### src/rtl/sar_pkg.sv
// Shared constants and types for the SAR ADC sequencer/averager.
// Holds widths, the FSM state type and the burst-length helper.
package sar_pkg;

    localparam int ADC_W        = 8;
    localparam int OSR_MAX_LOG2 = 3;
    localparam int ACC_W        = ADC_W + OSR_MAX_LOG2;
    localparam int SCNT_W       = OSR_MAX_LOG2;

    typedef enum logic {
        IDLE = 1'b0,
        WAIT = 1'b1
    } state_e;

    // Index of the last sample in a burst of 2**osr samples.
    function automatic logic [SCNT_W-1:0] last_idx(input logic [1:0] osr);
        logic [SCNT_W:0] n;
        n = ({{SCNT_W{1'b0}}, 1'b1} << osr) - 1'b1;
        return n[SCNT_W-1:0];
    endfunction

endpackage

### src/rtl/sar_tick_gen.sv
// Sample-period tick generator: one tick every period_i+1 cycles.
// Counter is parked at zero while disabled.
module sar_tick_gen #(
    parameter int PERIOD_W = 16
) (
    input  logic                clk_i,
    input  logic                rst_ni,
    input  logic                en_i,
    input  logic [PERIOD_W-1:0] period_i,
    output logic                tick_o
);

    logic [PERIOD_W-1:0] cnt;
    logic                hit;

    assign hit    = (cnt == period_i);
    assign tick_o = en_i & hit;

    always_ff @(posedge clk_i or negedge rst_ni) begin
        if (!rst_ni) begin
            cnt <= '0;
        end else if (!en_i) begin
            cnt <= '0;
        end else if (hit) begin
            cnt <= '0;
        end else begin
            cnt <= cnt + 1'b1;
        end
    end

endmodule

### src/rtl/sar_seq_avg.sv
// SAR ADC conversion sequencer with 1/2/4/8-sample averaging.
// Results leave on a valid/ready port; sticky overrun/timeout flags.
module sar_seq_avg
    import sar_pkg::*;
#(
    parameter int PERIOD_W = 16,
    parameter int TIMEOUT  = 16
) (
    input  logic                clk_i,
    input  logic                rst_ni,
    input  logic                en_i,
    input  logic [PERIOD_W-1:0] period_i,
    input  logic [1:0]          osr_i,
    output logic                start_o,
    input  logic                adc_rdy_i,
    input  logic [ADC_W-1:0]    adc_data_i,
    output logic [ADC_W-1:0]    data_o,
    output logic                valid_o,
    input  logic                ready_i,
    output logic                overrun_o,
    output logic                timeout_o,
    input  logic                clr_i
);

    localparam int TMR_W = $clog2(TIMEOUT);
    localparam logic [TMR_W-1:0] TMR_LAST = TMR_W'(TIMEOUT - 1);

    state_e            state;
    logic              tick;
    logic [ACC_W-1:0]  acc;
    logic [ACC_W-1:0]  sum;
    logic [ACC_W-1:0]  mean;
    logic [SCNT_W-1:0] scnt;
    logic [1:0]        osr_q;
    logic [TMR_W-1:0]  timer;
    logic              in_wait;
    logic              last;
    logic              pub;
    logic              to_evt;
    logic              ovr_evt;
    logic              take;

    sar_tick_gen #(
        .PERIOD_W (PERIOD_W)
    ) u_tick (
        .clk_i    (clk_i),
        .rst_ni   (rst_ni),
        .en_i     (en_i),
        .period_i (period_i),
        .tick_o   (tick)
    );

    assign in_wait = en_i & (state == WAIT);
    assign last    = (scnt == last_idx(osr_q));
    assign sum     = acc + ACC_W'(adc_data_i);
    assign mean    = sum >> osr_q;
    assign pub     = in_wait & adc_rdy_i & last;
    assign to_evt  = in_wait & ~adc_rdy_i & (timer == TMR_LAST);
    assign take    = ~valid_o | ready_i;
    assign ovr_evt = pub & ~take;

    always_ff @(posedge clk_i or negedge rst_ni) begin
        if (!rst_ni) begin
            state   <= IDLE;
            start_o <= 1'b0;
            acc     <= '0;
            scnt    <= '0;
            osr_q   <= '0;
            timer   <= '0;
        end else begin
            start_o <= 1'b0;
            if (!en_i) begin
                state <= IDLE;
                acc   <= '0;
                scnt  <= '0;
                timer <= '0;
            end else begin
                unique case (state)
                    IDLE: begin
                        if (tick) begin
                            state   <= WAIT;
                            start_o <= 1'b1;
                            timer   <= '0;
                            if (scnt == '0) begin
                                osr_q <= osr_i;
                            end
                        end
                    end
                    WAIT: begin
                        if (adc_rdy_i) begin
                            state <= IDLE;
                            if (last) begin
                                acc  <= '0;
                                scnt <= '0;
                            end else begin
                                acc  <= sum;
                                scnt <= scnt + 1'b1;
                            end
                        end else if (timer == TMR_LAST) begin
                            // Abandon the whole burst; partial sums are stale.
                            state <= IDLE;
                            acc   <= '0;
                            scnt  <= '0;
                        end else begin
                            timer <= timer + 1'b1;
                        end
                    end
                    default: state <= IDLE;
                endcase
            end
        end
    end

    always_ff @(posedge clk_i or negedge rst_ni) begin
        if (!rst_ni) begin
            data_o  <= '0;
            valid_o <= 1'b0;
        end else if (pub) begin
            if (take) begin
                data_o  <= mean[ADC_W-1:0];
                valid_o <= 1'b1;
            end
        end else if (ready_i) begin
            valid_o <= 1'b0;
        end
    end

    always_ff @(posedge clk_i or negedge rst_ni) begin
        if (!rst_ni) begin
            overrun_o <= 1'b0;
            timeout_o <= 1'b0;
        end else begin
            if (ovr_evt) begin
                overrun_o <= 1'b1;
            end else if (clr_i) begin
                overrun_o <= 1'b0;
            end
            if (to_evt) begin
                timeout_o <= 1'b1;
            end else if (clr_i) begin
                timeout_o <= 1'b0;
            end
        end
    end

endmodule

### config.mk
export PLATFORM = sky130hd
export DESIGN_NAME = sar_seq_avg
export DESIGN_NICKNAME = d
export VERILOG_FILES = /design/src/rtl/sar_pkg.sv /design/src/rtl/sar_tick_gen.sv /design/src/rtl/sar_seq_avg.sv
export SDC_FILE = /design/constraint.sdc
export NUM_CORES = 1
export LEC_CHECK = 0
export ABC_CLOCK_PERIOD_IN_PS = 2500
export BUFFER_PORTS_ARGS = -buffer_cell sky130_fd_sc_hd__buf_2
export CORE_MARGIN = 2
export CORE_UTILIZATION = 24
export DETAILED_ROUTE_END_ITERATION = 6
export PLACE_DENSITY = 0.39
export SYNTH_ARGS = -nofsm -noshare
export SYNTH_HDL_FRONTEND = slang
export SYNTH_SLANG_ARGS = --single-unit
### constraint.sdc
create_clock -name clk_i -period 2.5 [get_ports clk_i]
set_input_delay 0.125 -clock clk_i [delete_from_list [all_inputs] [get_ports clk_i]]
set_output_delay 0.125 -clock clk_i [all_outputs]
set_load 0.03 [all_outputs]
Word level (Yosys, flattened, before mapping)
Cells that the tools add are included.
- register bits after elaboration: 49
- input bits: 32
- $add $sub $neg: 5
- equal/unequal tests: 9
- shift operators: 2
- muxes and demuxes: 30
- bitwise logic cells: 12
- reduce and logical (&&, ||, !) cells: 9
- operators by type and width (cell ; number):
    11-bit two-way mux ; 5
    16-bit two-way mux ; 2
    16-bit by 1-bit adder with 16-bit output, second input constant ; 1
    16-bit equality test ; 1
    4-bit two-way mux ; 4
    3-bit two-way mux ; 5
    1-bit two-way mux ; 12
    11-bit by 8-bit adder with 11-bit output ; 1
    11-bit by 2-bit >> shifter with 8-bit output ; 1
    3-bit inequality test, second input constant ; 3
    4-bit one-hot mux with 2 select lines ; 1
    1-bit bitwise AND ; 7
    2-bit AND reduction ; 3
    2-bit nonzero test ; 3
    4-bit by 1-bit adder with 4-bit output, second input constant ; 1
    4-bit equality test, second input constant ; 1
    2-bit by 1-bit inequality test with 1-bit output, second input constant ; 2
    1-bit inverter ; 4
    4-bit AND reduction ; 1
    3-bit by 1-bit adder with 3-bit output, second input constant ; 1
    3-bit equality test ; 1
    3-bit zero test ; 1
    3-bit by 1-bit inequality test with 1-bit output, second input constant ; 1
    3-bit AND reduction ; 1
    other kinds (4) ; 4

Depth between registers and ports, before layout
Gate-level depths: netlist (run 1).
- depth after elaboration: 7
- mapped depth: 8
- mapped depth without buffers: 8

Cells and area by module
From an unflattened synthesis (run 1), not the netlist that was laid out.
- cells, all modules: 314
- area total of the unflattened synthesis: 3100.5 µm²
- modules (own cells, without submodules) (module ; instances ; cells each ; area each (µm²) ; sequential area each (µm²)):
    sar_seq_avg ; 1 ; 215 ; 2117.0 ; 825.8
    sar_tick_gen ; 1 ; 99 ; 983.4 ; 400.4

Worst setup path before layout (run 1)
No wires, ideal clock.
- kind: register -> register
- start point: reg acc[0]
- end point: reg data_o[5]
- setup time: 0.087 ns
- data arrival time: 2.155 ns
- data required time: 2.413 ns
- slack: 0.258 ns
- stages on the path, launching flop included: 9
- period minus slack after synthesis: 2.242 ns
- path through: dfrtp_1 ha_1 fa_1 a211oi_1 nor2_1 a221oi_2 mux2i_1 or3_1 o211ai_1
- cells in the longest elaborated chain, start to end: 2
- ends and longest elaborated chain (element ; line ; source):
    start: declaration ; sar_seq_avg.sv:30 ; logic [ACC_W-1:0] acc;
    start signal: assignment ; sar_seq_avg.sv:96 ; acc <= sum;
    11-bit by 8-bit adder with 11-bit output ; sar_seq_avg.sv:55 ; assign sum = acc + ACC_W'(adc_data_i);
    11-bit by 2-bit >> shifter with 8-bit output ; sar_seq_avg.sv:56 ; assign mean = sum >> osr_q;
    end signal: assignment ; sar_seq_avg.sv:120 ; data_o <= mean[ADC_W-1:0];
    end: declaration ; sar_seq_avg.sv:17 ; output logic [ADC_W-1:0] data_o,
No other way between the ends.
A chain may end at the register's enable or synchronous reset.

Worst setup path after layout (run 1)
- start point: reg acc[0]
- end point: reg data_o[1]
Same word-level chain as after synthesis.

==> impl_metrics.py, run 1 <==
metrics = {
    "status": {
        "outcome": "completed",
    },
    "hold_path": {
        "hp-class": "input port to flip-flop",
    },
    "route": {
        "top_layer_used": "met4",
        "post-route-drc-count": 0,
        "drtPass1Iterations": 4,
        "routed_via_density": 4.52,
        "met3_length_microns": 258,
        "drt-met1-wl_mm": 3.67,
        "wire_per_inst_microns": 14.2,
        "drtIter0Drc": 82,
        "wl_mm": 7.57,
        "antenna_left": 0,
        "vias": 2419,
        "routed-wl-met2_mm": 3.54,
    },
    "synth": {
        "synth-main-ff-cell": "dfrtp_1",
        "ys_types": 57,
        "synthTopCellsByCount": "49 x dfrtp_1, 30 x nand2_1, 26 x nor2_1, 26 x xor2_1",
        "yosysMostFrequentCell": "dfrtp_1",
        "synth_area_leader_cell": "dfrtp_1",
        "synth_edf_count": 0,
        "syn_area_sq_mm": 0.00304,
        "ys_ff_latch": 49,
        "syn_avg_cell_area_sq_um": 9.75,
        "synth-warning-count": 0,
        "netlist.area_leader.share": 0.403,
        "ys_seq_area_frac": 0.403,
        "async_flop_share": 1.00,
        "syn-instance-count": 312,
        "synth_area_leaders": "dfrtp_1 40%, xor2_1 7.5%, ha_1 4.9%, nand2_1 3.7%, a22o_1 3.5%",
        "syn_nets": 357,
    },
    "pwr": {
        "power.density_mw_per_mm2": 443,
        "clkPwrFrac": 0.426,
        "p_leak_nw": 1.72,
        "switching_share": 0.247,
        "p_int_mw": 1.22,
        "peakVddDrop_v": 0.000236,
        "seq_power_share": 0.497,
        "p_comb_frac": 0.077,
        "p_sw_mw": 0.399,
    },
    "grt": {
        "grt_usage": 0.118,
        "grt_max_degree": 20,
        "antenna_found_initial": 0,
        "grt_pass1_vias": 2474,
        "grt_pass1_wl_mm": 12.5,
        "grt_overflow": 0,
    },
    "setup_path": {
        "worstSetupPathType": "flip-flop to flip-flop",
        "timing.critical_path.buf_inv": 0,
        "start_kind": "flip-flop",
        "cp_top_family": "adder cells",
        "critical_path.max_fanout": 4,
        "crit_path_frequent_cell": "nand2_1",
        "crit_chain": "ha_1 -> fa_1 -> a21o_1 -> a211oi_1 -> nor2_1 -> mux4_2 -> nand2_1 -> nand2_1",
        "critPathMaxStageDelay_ps": 480,
        "critPathArrivalTime_ps": 2510,
        "critPathRequiredTime_ps": 2680,
        "end_kind": "flip-flop",
        "crit_path_top_delay_cell": "mux4_2",
    },
    "sta": {
        "fin_crit_sh": 0.929,
        "drv_slew": 0,
        "relSlewSlack": 0.656,
        "hold_viol": 0,
        "finalSetupTns_ps": 0,
        "rsz0062_at_grt": "false",
        "layout_min_cycle_time_ps": 2320,
        "fmax_ghz": 0.430,
        "worst_slew_pin_slew_ps": 515,
        "clock_skew_ps": 5.95,
        "setup_violations": 0,
    },
    "cts": {
        "cts_sinks": 49,
        "cts_buffers": 5,
        "postCtsSetupRepairBufs": 0,
        "clk_pin_slew_ps": 70,
        "cts_tree": "built",
        "cts_max_level": 2,
        "clk_latency_ps": 300,
        "cts.path.max_buffers": 2,
        "clockRootBuffer": "clkbuf_16",
        "postCtsResizedCells": 0,
    },
    "cells_and_area": {
        "layout.nets": 407,
        "multiInputGateArea_sq_mm": 0.00174,
        "final_area_sq_mm": 0.00365,
        "area_growth_pct": 19.9,
        "antennaDiodeCount": 0,
        "fill_cells": 1371,
        "utilization": 0.292,
        "drive_gt1_frac": 0.201,
        "regArea_sq_mm": 0.00123,
    },
    "floorplanning": {
        "die-width_microns": 117,
        "start_util": 0.243,
        "io_pins": 44,
        "die_area_sq_mm": 0.0136,
        "fp.coreArea_sq_mm": 0.0125,
        "rows": 41,
        "fp.dieH_microns": 117,
    },
    "placement": {
        "portBuffers": 43,
        "hpwl_mm": 5.73,
        "place_area_sq_mm": 0.00350,
        "place.gp.congestion": 0.734,
    },
    "flow_run": {
        "max-cap-violations": 0,
    },
}
==> worst paths after layout <==
path	cells after the start	end	slack (ps)	start
min in group asynchronous	2	u_tick.cnt[13]$_DFF_PN0_	330	rst_ni
hold / removal	2	timeout_o$_DFFE_PN0P_	30	clr_i
max in group asynchronous	3	acc[0]$_DFFE_PN0P_	1540	rst_ni
hold reg to reg	1	data_o[0]$_DFFE_PN0P_	470	data_o[0]$_DFFE_PN0P_
setup / recovery	8	data_o[1]$_DFFE_PN0P_	180	acc[0]$_DFFE_PN0P_
setup reg to reg	8	data_o[1]$_DFFE_PN0P_	180	acc[0]$_DFFE_PN0P_
==> stage by stage <==
stage               std cells  total power, mW  hold slack [ps]  setup slack [ps]
finish                    535             1.62             28.4               177
global route              535             1.68             38.1              15.9
CTS                       535             1.65             24.4               135
detailed placement        526            0.946              128               162
global placement          526            0.946              138               168
floorplan                 312            0.875             -171               258
==> state kept, by name, summed over array words and instances, names as in the netlist <==
name	flops
overrun_o	1
valid_o	1
scnt	3
state	1
data_o	8
u_tick.cnt	16
osr_q	2
timer	4
timeout_o	1
acc	11
start_o	1
==> cell families (layout without fill, tap and decap cells) <==
logic type / after synthesis / in the layout / synth area share
simple gates: 117 / 117 / 0.196
compound gates: 66 / 66 / 0.169
flops: 49 / 49 / 0.403
xor+xnor: 38 / 38 / 0.109
buf+inv: 19 / 70 / 0.0255
fa+ha+maj: 13 / 13 / 0.0559
mux: 10 / 10 / 0.0407
==> final cells by class <==
| type | count | area share |
|---|---|---|
| inverters | 9 | 0.00926 |
| multi-input cells | 244 | 0.477 |
| well taps | 172 | 0.0590 |
| repair buffers | 53 | 0.0802 |
| clock buffers | 5 | 0.0343 |
| clock inverters | 3 | 0.00480 |
| flip-flops and latches | 49 | 0.336 |
==> worst register-to-register path, cell delays in order, from the launching register on <==
cell and delay (ps):
dfrtp_1 380, ha_1 220, fa_1 430, a21o_1 230, a211oi_1 230, nor2_1 110, mux4_2 480, nand2_1 80
nand2_1 50
==> cells in the final DEF (no fill, tap or decap), drive strengths merged, types with 2 or more instances in the layout <==
cell type,instances
buf,52
dfrtp,49
nand2,30
nor2,27
xor2,26
xnor2,12
a22o,12
ha,12
nand3,10
nor3,10
and3,9
a21oi,9
o21ai,9
inv,8
and2,8
nor2b,6
a211oi,6
mux2i,6
o211ai,5
clkbuf,5
nor4,4
o21a,3
nor3b,3
a21o,3
or3,3
mux2,3
clkinv,3
nand4,2
a31oi,2
a211o,2
nand2b,2
o2bb2ai,2
a2bb2oi,2
==> power by group through the flow <==
stage / Combinational, mW / Sequential, mW / Clock, mW
final: 0.124 / 0.802 / 0.688
after detailed placement: 0.128 / 0.818 / 0
after CTS: 0.130 / 0.802 / 0.718
after global routing: 0.141 / 0.803 / 0.738
after global placement: 0.128 / 0.818 / 0
after floorplan: 0.0586 / 0.816 / 0
==> per-layer routing <==
layer  vias to the layer above  global-route usage
met4                         0              0.0353
met5                         -                   0
met1                      1158               0.154
met3                         8              0.0239
li1                       1214                   -
met2                        39               0.200
==> repair_timing <==
action | 4_1_cts | 5_1_grt
hold buffers | 1 | 0
endpoints found under the hold margin | 17 | 0
endpoints found under the setup margin | 0 | 1
(Power assumes the default switching activity.)
==> run 2: changes to the inputs <==
--- a/config.mk
+++ b/config.mk
@@ -6,7 +6,7 @@
 export NUM_CORES = 1
 export LEC_CHECK = 0
 export ABC_CLOCK_PERIOD_IN_PS = 2500
-export BUFFER_PORTS_ARGS = -buffer_cell sky130_fd_sc_hd__buf_2
+export BUFFER_PORTS_ARGS = -buffer_cell sky130_fd_sc_hd__clkbuf_2
 export CORE_MARGIN = 2
 export CORE_UTILIZATION = 24
 export DETAILED_ROUTE_END_ITERATION = 6
==> run 2 against run 1 <==
Net effect:
- global-route usage decreased by 0.073 points
- worst hold slack gained 8.7 ps
- die area unchanged
- largest power group unchanged
- register-to-register slack improved by 30 ps
- sequential power is essentially flat
- combinational power is essentially flat
- clock-buffer cell count stayed put
- first-iteration DRC count up 26%
- worst setup slack improved by 34 ps
- non-clock buffer count stayed put
- via count increased by 0.79%
- power grew 5.2%
==> impl_metrics.py, run 2 (same netlist as run 1, synthesis figures left out) <==
metrics = {
    "setup_path": {
        "worstSetupPathType": "flip-flop to flip-flop",
        "critical_path.max_fanout": 3,
        "critPathArrivalTime_ps": 2500,
        "end_kind": "flip-flop",
        "crit_chain": "ha_1 -> fa_2 -> a211oi_1 -> nor2_1 -> a221oi_2 -> mux2i_1 -> or3_1 -> o211ai_1",
        "crit_path_top_delay_cell": "dfrtp_1",
        "start_kind": "flip-flop",
        "critPathMaxStageDelay_ps": 380,
        "critPathRequiredTime_ps": 2710,
    },
    "grt": {
        "grt_usage": 0.118,
        "grt_pass1_vias": 2537,
        "grt_pass1_wl_mm": 12.6,
        "grt_overflow": 0,
        "grt_max_degree": 21,
        "antenna_found_initial": 0,
    },
    "cells_and_area": {
        "layout_commonest_cell": "dfrtp_1",
        "fill_cells": 1372,
        "antennaDiodeCount": 0,
        "max_flop_register": "u_tick.cnt",
        "area_growth_pct": 20.6,
        "utilization": 0.293,
        "layout_common_cells": "49 x dfrtp_1, 43 x clkbuf_2, 30 x nand2_1, 26 x xor2_1, 26 x nor2_1",
        "drive_gt1_frac": 0.202,
        "largest_reg_flops": 16,
        "layout.nets": 407,
        "largestRegisters": "u_tick.cnt x16, acc x11, data_o x8",
        "final_area_sq_mm": 0.00367,
    },
    "floorplanning": {
        "die_area_sq_mm": 0.0136,
        "fp.dieH_microns": 117,
        "io_pins": 44,
        "rows": 41,
        "fp.coreArea_sq_mm": 0.0125,
        "start_util": 0.243,
        "die-width_microns": 117,
    },
    "cts": {
        "clk_pin_slew_ps": 70,
        "cts_tree": "built",
        "cts_buffers": 5,
        "clockRootBuffer": "clkbuf_16",
        "cts_max_level": 2,
        "clk_latency_ps": 290,
        "cts.path.max_buffers": 2,
        "cts_sinks": 49,
        "postCtsSetupRepairBufs": 0,
    },
    "sta": {
        "setup_violations": 0,
        "worst_slew_pin_slew_ps": 546,
        "finalSetupTns_ps": 0,
        "layout_min_cycle_time_ps": 2290,
        "rsz0062_at_grt": "false",
        "fin_crit_sh": 0.916,
        "timing.final.ws_setup_ps": 211,
        "hold_viol": 0,
        "clock_skew_ps": 6.04,
        "fmax_ghz": 0.437,
        "relSlewSlack": 0.635,
        "drv_slew": 0,
    },
    "placement": {
        "place.gp.congestion": 0.728,
        "portBuffers": 43,
        "hpwl_mm": 5.72,
        "place_ws_ps": 123,
        "place_area_sq_mm": 0.00350,
    },
    "pwr": {
        "p_leak_nw": 1.73,
        "peakVddDrop_v": 0.000222,
        "power.density_mw_per_mm2": 463,
        "switching_share": 0.227,
        "p_comb_frac": 0.073,
        "p_sw_mw": 0.386,
        "clkPwrFrac": 0.455,
        "seq_power_share": 0.472,
        "p_int_mw": 1.31,
    },
    "flow_run": {
        "max-cap-violations": 0,
    },
    "route": {
        "wire_per_inst_microns": 13.9,
        "drtPass1Iterations": 4,
        "wl_mm": 7.43,
        "post-route-drc-count": 0,
        "routed_via_density": 4.57,
        "antenna_left": 0,
        "drtIter0Drc": 103,
        "vias": 2438,
    },
    "hold_path": {
        "hp-class": "input port to flip-flop",
    },
    "status": {
        "outcome": "completed",
    },
}
==> run 2: cell types whose count changed in the layout (fill, tap and decap cells not counted) <==
cell and change:
buf_2 -43, clkbuf_2 +43, bufinv_16 +1, clkinv_2 -1, clkinvlp_4 -1, fa_1 -1, fa_2 +1
==> run 2: final cells by class <==
| class | count | area (sq um) | share of cell area |
|---|---|---|---|
| multi-input cells | 244 | 1740 | 0.475 |
| repair buffers | 53 | 293 | 0.0798 |
| flip-flops and latches | 49 | 1230 | 0.334 |
| well taps | 172 | 215 | 0.0586 |
| clock inverters | 2 | 35.0 | 0.00955 |
| clock buffers | 5 | 125 | 0.0341 |
| inverters | 9 | 33.8 | 0.00921 |
==> run 2: metrics by stage <==
stage	cells	power [mW]	hold WS [ps]
2_1_floorplan	312	0.875	-171
3_3_place_gp	526	0.945	131
3_5_place_dp	526	0.944	134
4_1_cts	534	1.73	36.1
5_1_grt	534	1.78	49.5
6_report	534	1.70	37.1
==> run 2: power groups by stage <==
stage / sequential [mW] / combinational [mW] / clock [mW]
floorplan: 0.816 / 0.0586 / 0
global placement: 0.818 / 0.127 / 0
detailed placement: 0.818 / 0.127 / 0
CTS: 0.802 / 0.128 / 0.799
global route: 0.803 / 0.142 / 0.837
finish: 0.802 / 0.124 / 0.773
==> run 2: metal layers <==
metal  up-vias  share of wire  track usage
li1       1211              -            -
met1      1180           0.49        0.155
met2        42           0.46        0.200
met3         5          0.040       0.0228
met4         0          0.010       0.0259
met5         -              0            0
==> run 2: path summary, 6_finish.rpt <==
kind / start / end / slack (ps) / cells past startpoint
setup / recovery: acc[0]$_DFFE_PN0P_ / data_o[5]$_DFFE_PN0P_ / 210 / 8
hold / removal: clr_i / timeout_o$_DFFE_PN0P_ / 40 / 2
setup reg to reg: acc[0]$_DFFE_PN0P_ / data_o[5]$_DFFE_PN0P_ / 210 / 8
hold reg to reg: data_o[0]$_DFFE_PN0P_ / data_o[0]$_DFFE_PN0P_ / 490 / 1
max in group asynchronous: rst_ni / acc[8]$_DFFE_PN0P_ / 1480 / 3
min in group asynchronous: rst_ni / u_tick.cnt[13]$_DFF_PN0_ / 340 / 2
==> run 2: repair_timing <==
action	CTS	global route
endpoints found under the hold margin	17	0
hold buffers	1	0
gates resized for setup	0	1
endpoints found under the setup margin	0	2
==> run 2: critical path, delay by kind of cell, from the launching register on <==
family          cells  cell delay [ps]
flops               1              380
compound gates      3              640
mux                 1              130
simple gates        2              450
fa+ha+maj           2              600
